**config.mk**
```make
export PLATFORM = sky130hd
export DESIGN_NAME = alu_seq_core
export DESIGN_NICKNAME = d
export VERILOG_FILES = /design/src/rtl/alu_seq_core.sv
export SDC_FILE = /design/constraint.sdc
export NUM_CORES = 1
export LEC_CHECK = 0
export ABC_AREA = 1
export BUFFER_PORTS_ARGS = -buffer_cell sky130_fd_sc_hd__buf_2
export CAP_MARGIN = 20
export CORE_MARGIN = 2
export CORE_UTILIZATION = 50
export DETAILED_ROUTE_END_ITERATION = 6
export PLACE_DENSITY_LB_ADDON = 0.08
export RECOVER_POWER = 50
export SYNTH_ARGS = -nofsm -noshare
export SYNTH_HDL_FRONTEND = slang
export SYNTH_SLANG_ARGS = --single-unit
```
**constraint.sdc**
```tcl
create_clock -name clk -period 7.9 [get_ports clk]
set_clock_uncertainty 0.1 [all_clocks]
set_input_delay 0.79 -clock clk [delete_from_list [all_inputs] [get_ports clk]]
set_output_delay 0.79 -clock clk [all_outputs]
set_load 0.05 [all_outputs]
```
**src/rtl/alu_seq_core.sv**
```systemverilog
// alu_seq_core
//   Sequential 8-bit ALU responder behind a valid/ready request channel and a
//   valid/ready response channel. Single-cycle ops finish one cycle after
//   accept; MUL (shift-add) and DIV (restoring) iterate for 8 cycles on
//   operand magnitudes, with the sign applied on the last iteration.
// Ports
//   clk, rst_n          clock, synchronous active-low reset
//   a_in, b_in          signed 8-bit operands (captured at accept)
//   command_in          4-bit opcode (captured at accept)
//   req_valid/req_ready request handshake; ready only in IDLE
//   rsp_valid/rsp_ready response handshake; result held until consumed
//   oe                  output enable; d_out reads zero when low
//   d_out               16-bit result
//   err                 divide-by-zero flag, meaningful while rsp_valid
//   busy                high while iterating (CALC)
module alu_seq_core (
    input  logic        clk,
    input  logic        rst_n,
    input  logic [7:0]  a_in,
    input  logic [7:0]  b_in,
    input  logic [3:0]  command_in,
    input  logic        req_valid,
    output logic        req_ready,
    output logic        rsp_valid,
    input  logic        rsp_ready,
    input  logic        oe,
    output logic [15:0] d_out,
    output logic        err,
    output logic        busy
);

    typedef enum logic [1:0] {IDLE, CALC, DONE} state_t;

    typedef enum logic [3:0] {
        OP_ADD, OP_INC, OP_SUB, OP_DEC, OP_MUL, OP_DIV, OP_SHL, OP_SHR,
        OP_AND, OP_OR, OP_INV, OP_NAND, OP_NOR, OP_XOR, OP_XNOR, OP_BUF
    } op_t;

    state_t      state_q, state_d;
    logic [15:0] result_q, result_d;
    logic        err_q, err_d;
    logic [2:0]  cnt_q, cnt_d;
    logic        is_div_q, is_div_d;
    logic        neg_q, neg_d;      // sign of product / quotient
    logic        rneg_q, rneg_d;    // sign of remainder (follows a)
    logic [15:0] acc_q, acc_d;      // MUL partial-product accumulator
    logic [15:0] mcand_q, mcand_d;  // MUL multiplicand, shifted left per step
    logic [7:0]  opb_q, opb_d;      // MUL multiplier (shifted right) / DIV divisor
    logic [7:0]  rem_q, rem_d;      // DIV partial remainder
    logic [7:0]  quo_q, quo_d;      // DIV dividend shifting out, quotient shifting in

    logic [15:0] sa, sb, single_res;
    logic [7:0]  a_mag, b_mag;
    logic [15:0] acc_n;
    logic [8:0]  rem_sh;
    logic [7:0]  rem_n, quo_n, q_fix, r_fix;
    logic        q_bit;

    assign sa    = {{8{a_in[7]}}, a_in};
    assign sb    = {{8{b_in[7]}}, b_in};
    assign a_mag = a_in[7] ? (~a_in + 8'd1) : a_in;
    assign b_mag = b_in[7] ? (~b_in + 8'd1) : b_in;

    // Results for ops that complete straight from the accepted inputs.
    always_comb begin
        single_res = '0;
        case (op_t'(command_in))
            OP_ADD:  single_res = sa + sb;
            OP_INC:  single_res = sa + 16'd1;
            OP_SUB:  single_res = sa - sb;
            OP_DEC:  single_res = sa - 16'd1;
            OP_MUL:  single_res = '0;
            OP_DIV:  single_res = '0;
            OP_SHL:  single_res = sa << 1;
            OP_SHR:  single_res = {a_in[7], sa[15:1]};
            OP_AND:  single_res = {8'h00, a_in & b_in};
            OP_OR:   single_res = {8'h00, a_in | b_in};
            OP_INV:  single_res = {8'h00, ~a_in};
            OP_NAND: single_res = {8'h00, ~(a_in & b_in)};
            OP_NOR:  single_res = {8'h00, ~(a_in | b_in)};
            OP_XOR:  single_res = {8'h00, a_in ^ b_in};
            OP_XNOR: single_res = {8'h00, ~(a_in ^ b_in)};
            OP_BUF:  single_res = {8'h00, a_in};
        endcase
    end

    // One iteration step of each engine.
    always_comb begin
        acc_n  = acc_q + (opb_q[0] ? mcand_q : 16'h0000);
        rem_sh = {rem_q, quo_q[7]};
        q_bit  = (rem_sh >= {1'b0, opb_q});
        // True difference is below 256, so the low byte is exact.
        rem_n  = q_bit ? (rem_sh[7:0] - opb_q) : rem_sh[7:0];
        quo_n  = {quo_q[6:0], q_bit};
        q_fix  = neg_q  ? (~quo_n + 8'd1) : quo_n;
        r_fix  = rneg_q ? (~rem_n + 8'd1) : rem_n;
    end

    always_comb begin
        state_d  = state_q;
        result_d = result_q;
        err_d    = err_q;
        cnt_d    = cnt_q;
        is_div_d = is_div_q;
        neg_d    = neg_q;
        rneg_d   = rneg_q;
        acc_d    = acc_q;
        mcand_d  = mcand_q;
        opb_d    = opb_q;
        rem_d    = rem_q;
        quo_d    = quo_q;

        case (state_q)
            IDLE: begin
                if (req_valid) begin
                    err_d  = 1'b0;
                    cnt_d  = '0;
                    neg_d  = a_in[7] ^ b_in[7];
                    rneg_d = a_in[7];
                    if (op_t'(command_in) == OP_MUL) begin
                        is_div_d = 1'b0;
                        acc_d    = '0;
                        mcand_d  = {8'h00, a_mag};
                        opb_d    = b_mag;
                        state_d  = CALC;
                    end else if (op_t'(command_in) == OP_DIV) begin
                        if (b_in == 8'h00) begin
                            result_d = '1;
                            err_d    = 1'b1;
                            state_d  = DONE;
                        end else begin
                            is_div_d = 1'b1;
                            rem_d    = '0;
                            quo_d    = a_mag;
                            opb_d    = b_mag;
                            state_d  = CALC;
                        end
                    end else begin
                        result_d = single_res;
                        state_d  = DONE;
                    end
                end
            end
            CALC: begin
                cnt_d = cnt_q + 3'd1;
                if (is_div_q) begin
                    rem_d = rem_n;
                    quo_d = quo_n;
                end else begin
                    acc_d   = acc_n;
                    mcand_d = mcand_q << 1;
                    opb_d   = opb_q >> 1;
                end
                if (cnt_q == 3'd7) begin
                    if (is_div_q) result_d = {r_fix, q_fix};
                    else          result_d = neg_q ? (~acc_n + 16'd1) : acc_n;
                    state_d = DONE;
                end
            end
            DONE: begin
                if (rsp_ready) state_d = IDLE;
            end
            default: state_d = IDLE;
        endcase
    end

    always_ff @(posedge clk) begin
        if (!rst_n) begin
            state_q  <= IDLE;
            result_q <= '0;
            err_q    <= 1'b0;
            cnt_q    <= '0;
            is_div_q <= 1'b0;
            neg_q    <= 1'b0;
            rneg_q   <= 1'b0;
            acc_q    <= '0;
            mcand_q  <= '0;
            opb_q    <= '0;
            rem_q    <= '0;
            quo_q    <= '0;
        end else begin
            state_q  <= state_d;
            result_q <= result_d;
            err_q    <= err_d;
            cnt_q    <= cnt_d;
            is_div_q <= is_div_d;
            neg_q    <= neg_d;
            rneg_q   <= rneg_d;
            acc_q    <= acc_d;
            mcand_q  <= mcand_d;
            opb_q    <= opb_d;
            rem_q    <= rem_d;
            quo_q    <= quo_d;
        end
    end

    assign req_ready = (state_q == IDLE);
    assign rsp_valid = (state_q == DONE);
    assign busy      = (state_q == CALC);
    assign err       = err_q;
    assign d_out     = oe ? result_q : 16'h0000;

endmodule
```
==> impl_metrics.tcl <==
set metrics [dict create \
    rows 44 \
    crit_family "simple AND/OR/NAND/NOR gates" \
    rsz0062_at_grt "no" \
    post_cts_resized 0 \
    fmax_ghz 0.186 \
    crit_type "reg -> reg" \
    post-dp-hpwl_mm 16.9 \
    wl_per_cell_um 15.4 \
    min_path_cells 2 \
    clock-sinks 81 \
    diodes 0 \
    overflow 0 \
    maxCapViolCount 2 \
    avgSynthCellArea_um2 6.11 \
    grt_pass1_wl_mm 36.2 \
    ys_ff_latch 81 \
    finalMaxSlewViolations 56 \
    register_area_um2 1620 \
    area_delta_synth_final_pct 7.14 \
    crit_slowest_cell "nor2_1" \
    total_leakage_power_nw 4.07 \
    vias 7890 \
    power_density_nw_per_um2 164 \
    finalCritPeriodShare 0.681 \
    ioPinCount 45 \
    endpoint_kind "flop" \
    clk_latency_ns 0.35 \
    core_um2 14600 \
    drive_above_1_share 0.0859 \
    setup_viol 0 \
    hp-start "result_q[3]" \
    holdWs_ns 0.363 \
    drc_errors 0 \
    antenna_found_initial 0 \
    violations "max-capacitance violations, max-slew violations" \
    ys.flop_type "dfxtp_1" \
    start_util 0.515 \
    cts-root-buf "clkbuf_16" \
    cp.depth 8 \
    fin_crit_ns 5.38 \
    drt.antenna.violating_nets 0 \
    seq_area_frac_synth 0.215 \
    cts_buffers 9 \
    synth_edf_count 0 \
    path_clk_slew_ns 0.06 \
    finalHoldViolations 0 \
    track_usage 0.279 \
    regToRegStartpoint "state_q[0]" \
    critPathBufInv 3 \
    dr.pass1.iters 5 \
    die_h_um 127 \
    synthDistinctLibCells 57 \
    die_x_um 127 \
    crit_required_ns 8.08 \
    drt_wl_total_mm 22.1 \
    syn-num-nets 1316 \
    gp_congestion 0.929 \
    multiInputGateArea_um2 5040 \
    critPathLaunch "state_q[0]" \
    path_cells "inv_2 -> nor2_1 -> inv_1 -> nor2_4 -> o21ai_2 -> buf_4 -> or2_2 -> a21oi_1" \
    drt_iter0_drc 521 \
    crit_fanout 37 \
    cts_setup_buffers 0 \
    tightest_slew_ns 2.53 \
    cts_max_level 3 \
    clockBufferDepth 2 \
    syn_inst 1233 \
    cts_hold_buf 0 \
    fin_util 0.551 \
    synth-async-reset-ratio 0 \
    yosysWarnings 0 \
    ff2ff_path_depth 8 \
    min_path_type "reg -> reg" \
    design.die.area_um2 16100 \
    startpoint_type "flop" \
    fin_nets 1336 \
    outcome "complete, but fails checks" \
    relSlewSlack -0.696 \
    cts_tree "yes" \
    port_buffers 44 \
    grt_max_degree 48 \
    max_stage_delay_ns 1.86 \
    fillers 1557 \
    grt_pass1_vias 7265 \
    syn_area_um2 7530 \
    via_per_inst 5.47 \
    final.setup.tns_ns 0 \
    cp.arrival_ns 5.56 \
    ir_drop_mv 0.0919 \
]
[state kept, by name, indices dropped and copies added (netlist names)]
name	count
acc_q	16
result_q	16
rem_q	8
err	1
quo_q	8
cnt_q	3
opb_q	8
state_q	2
mcand_q	16
is_div_q	1
rneg_q	1
neg_q	1
[report_power, final]
group          switching [mW]  internal [mW]  total (mW)  leakage, nW
Clock                   0.181          0.255       0.435        0.143
Combinational           0.298          0.131       0.429         3.27
Sequential             0.0249          0.433       0.458        0.659
Total                   0.504          0.819        1.32         4.07
[layout by cell type (no fill, tap or decap), types with 3 or more instances in the layout]
cell	count
nand2_1	348
inv_1	160
a21oi_1	104
nor2_1	96
dfxtp_1	81
nand3_1	70
o21ai_0	70
ha_1	55
clkbuf_1	23
buf_2	23
o22ai_1	22
inv_2	17
nor3_1	17
nand2_2	15
o21ai_1	12
nand3b_1	11
nand4_1	11
a211oi_1	9
clkbuf_16	9
xor2_1	8
a31oi_1	8
nor2_2	7
o211ai_1	7
a221oi_1	7
nand2_4	6
nand3_2	5
xnor2_1	4
a22oi_1	4
nor3_2	3
or2_2	3
fa_1	3
[final timing paths]
path | to | slack (ns)
worst max-delay path | mcand_q[6] | 2.52
worst min-delay path | result_q[3] | 0.36
worst max register to register | mcand_q[6] | 2.52
worst min register to register | result_q[3] | 0.36
[cells by family (layout without fill, tap and decap cells)]
group | after synthesis | after routing | synth area share
xor+xnor | 12 | 12 | 0.0139
flops | 81 | 81 | 0.215
fa+ha+maj | 58 | 58 | 0.0993
compound gates | 260 | 260 | 0.198
buf+inv | 217 | 242 | 0.114
simple gates | 605 | 605 | 0.360
[tightest hold or removal path, stage by stage (launching register included)]
cell and delay, ns:
dfxtp_1 0.31, nand2_1 0.06, a21oi_1 0.05
[final cells by class]
cell class	instances	share of cell area
Clock buffer	12	0.0305
Clock inverter	4	0.00635
Inverter	180	0.0840
Multi-Input combinational cell	935	0.624
Sequential cell	81	0.201
Tap cell	184	0.0285
Timing Repair Buffer	46	0.0259
[per-stage QoR]
step / instance area [um^2] / instances / setup slack, ns / power (mW)
floorplan: 7530 / 1233 / 4.83 / 0.796
global placement: 7820 / 1426 / 4.41 / 0.893
detailed placement: 7820 / 1426 / 4.36 / 0.896
CTS: 8120 / 1442 / 4.52 / 1.33
global route: 8070 / 1442 / 2.09 / 1.40
finish: 8070 / 1442 / 2.52 / 1.32
[synth_stat cells (9+ instances only)]
| library cell | n | share of area |
|---|---|---|
| a211oi_1 | 9 | 0.0090 |
| a21oi_1 | 104 | 0.069 |
| clkbuf_1 | 25 | 0.012 |
| dfxtp_1 | 81 | 0.22 |
| ha_1 | 55 | 0.091 |
| inv_1 | 158 | 0.079 |
| inv_2 | 19 | 0.0095 |
| nand2_1 | 348 | 0.17 |
| nand2_2 | 15 | 0.012 |
| nand3_1 | 70 | 0.046 |
| nand3b_1 | 11 | 0.011 |
| nand4_1 | 11 | 0.0091 |
| nor2_1 | 94 | 0.047 |
| nor3_1 | 16 | 0.011 |
| o21ai_0 | 70 | 0.046 |
| o21ai_1 | 12 | 0.0080 |
| o22ai_1 | 22 | 0.018 |
[metal layers]
layer	wire length, um	up-vias	global-route usage
met5	0	-	0
met4	719	0	0.109
met3	1270	45	0.0405
met2	9910	233	0.465
met1	10200	3523	0.364
li1	-	4089	-
Power figures use the tool's default switching activity.
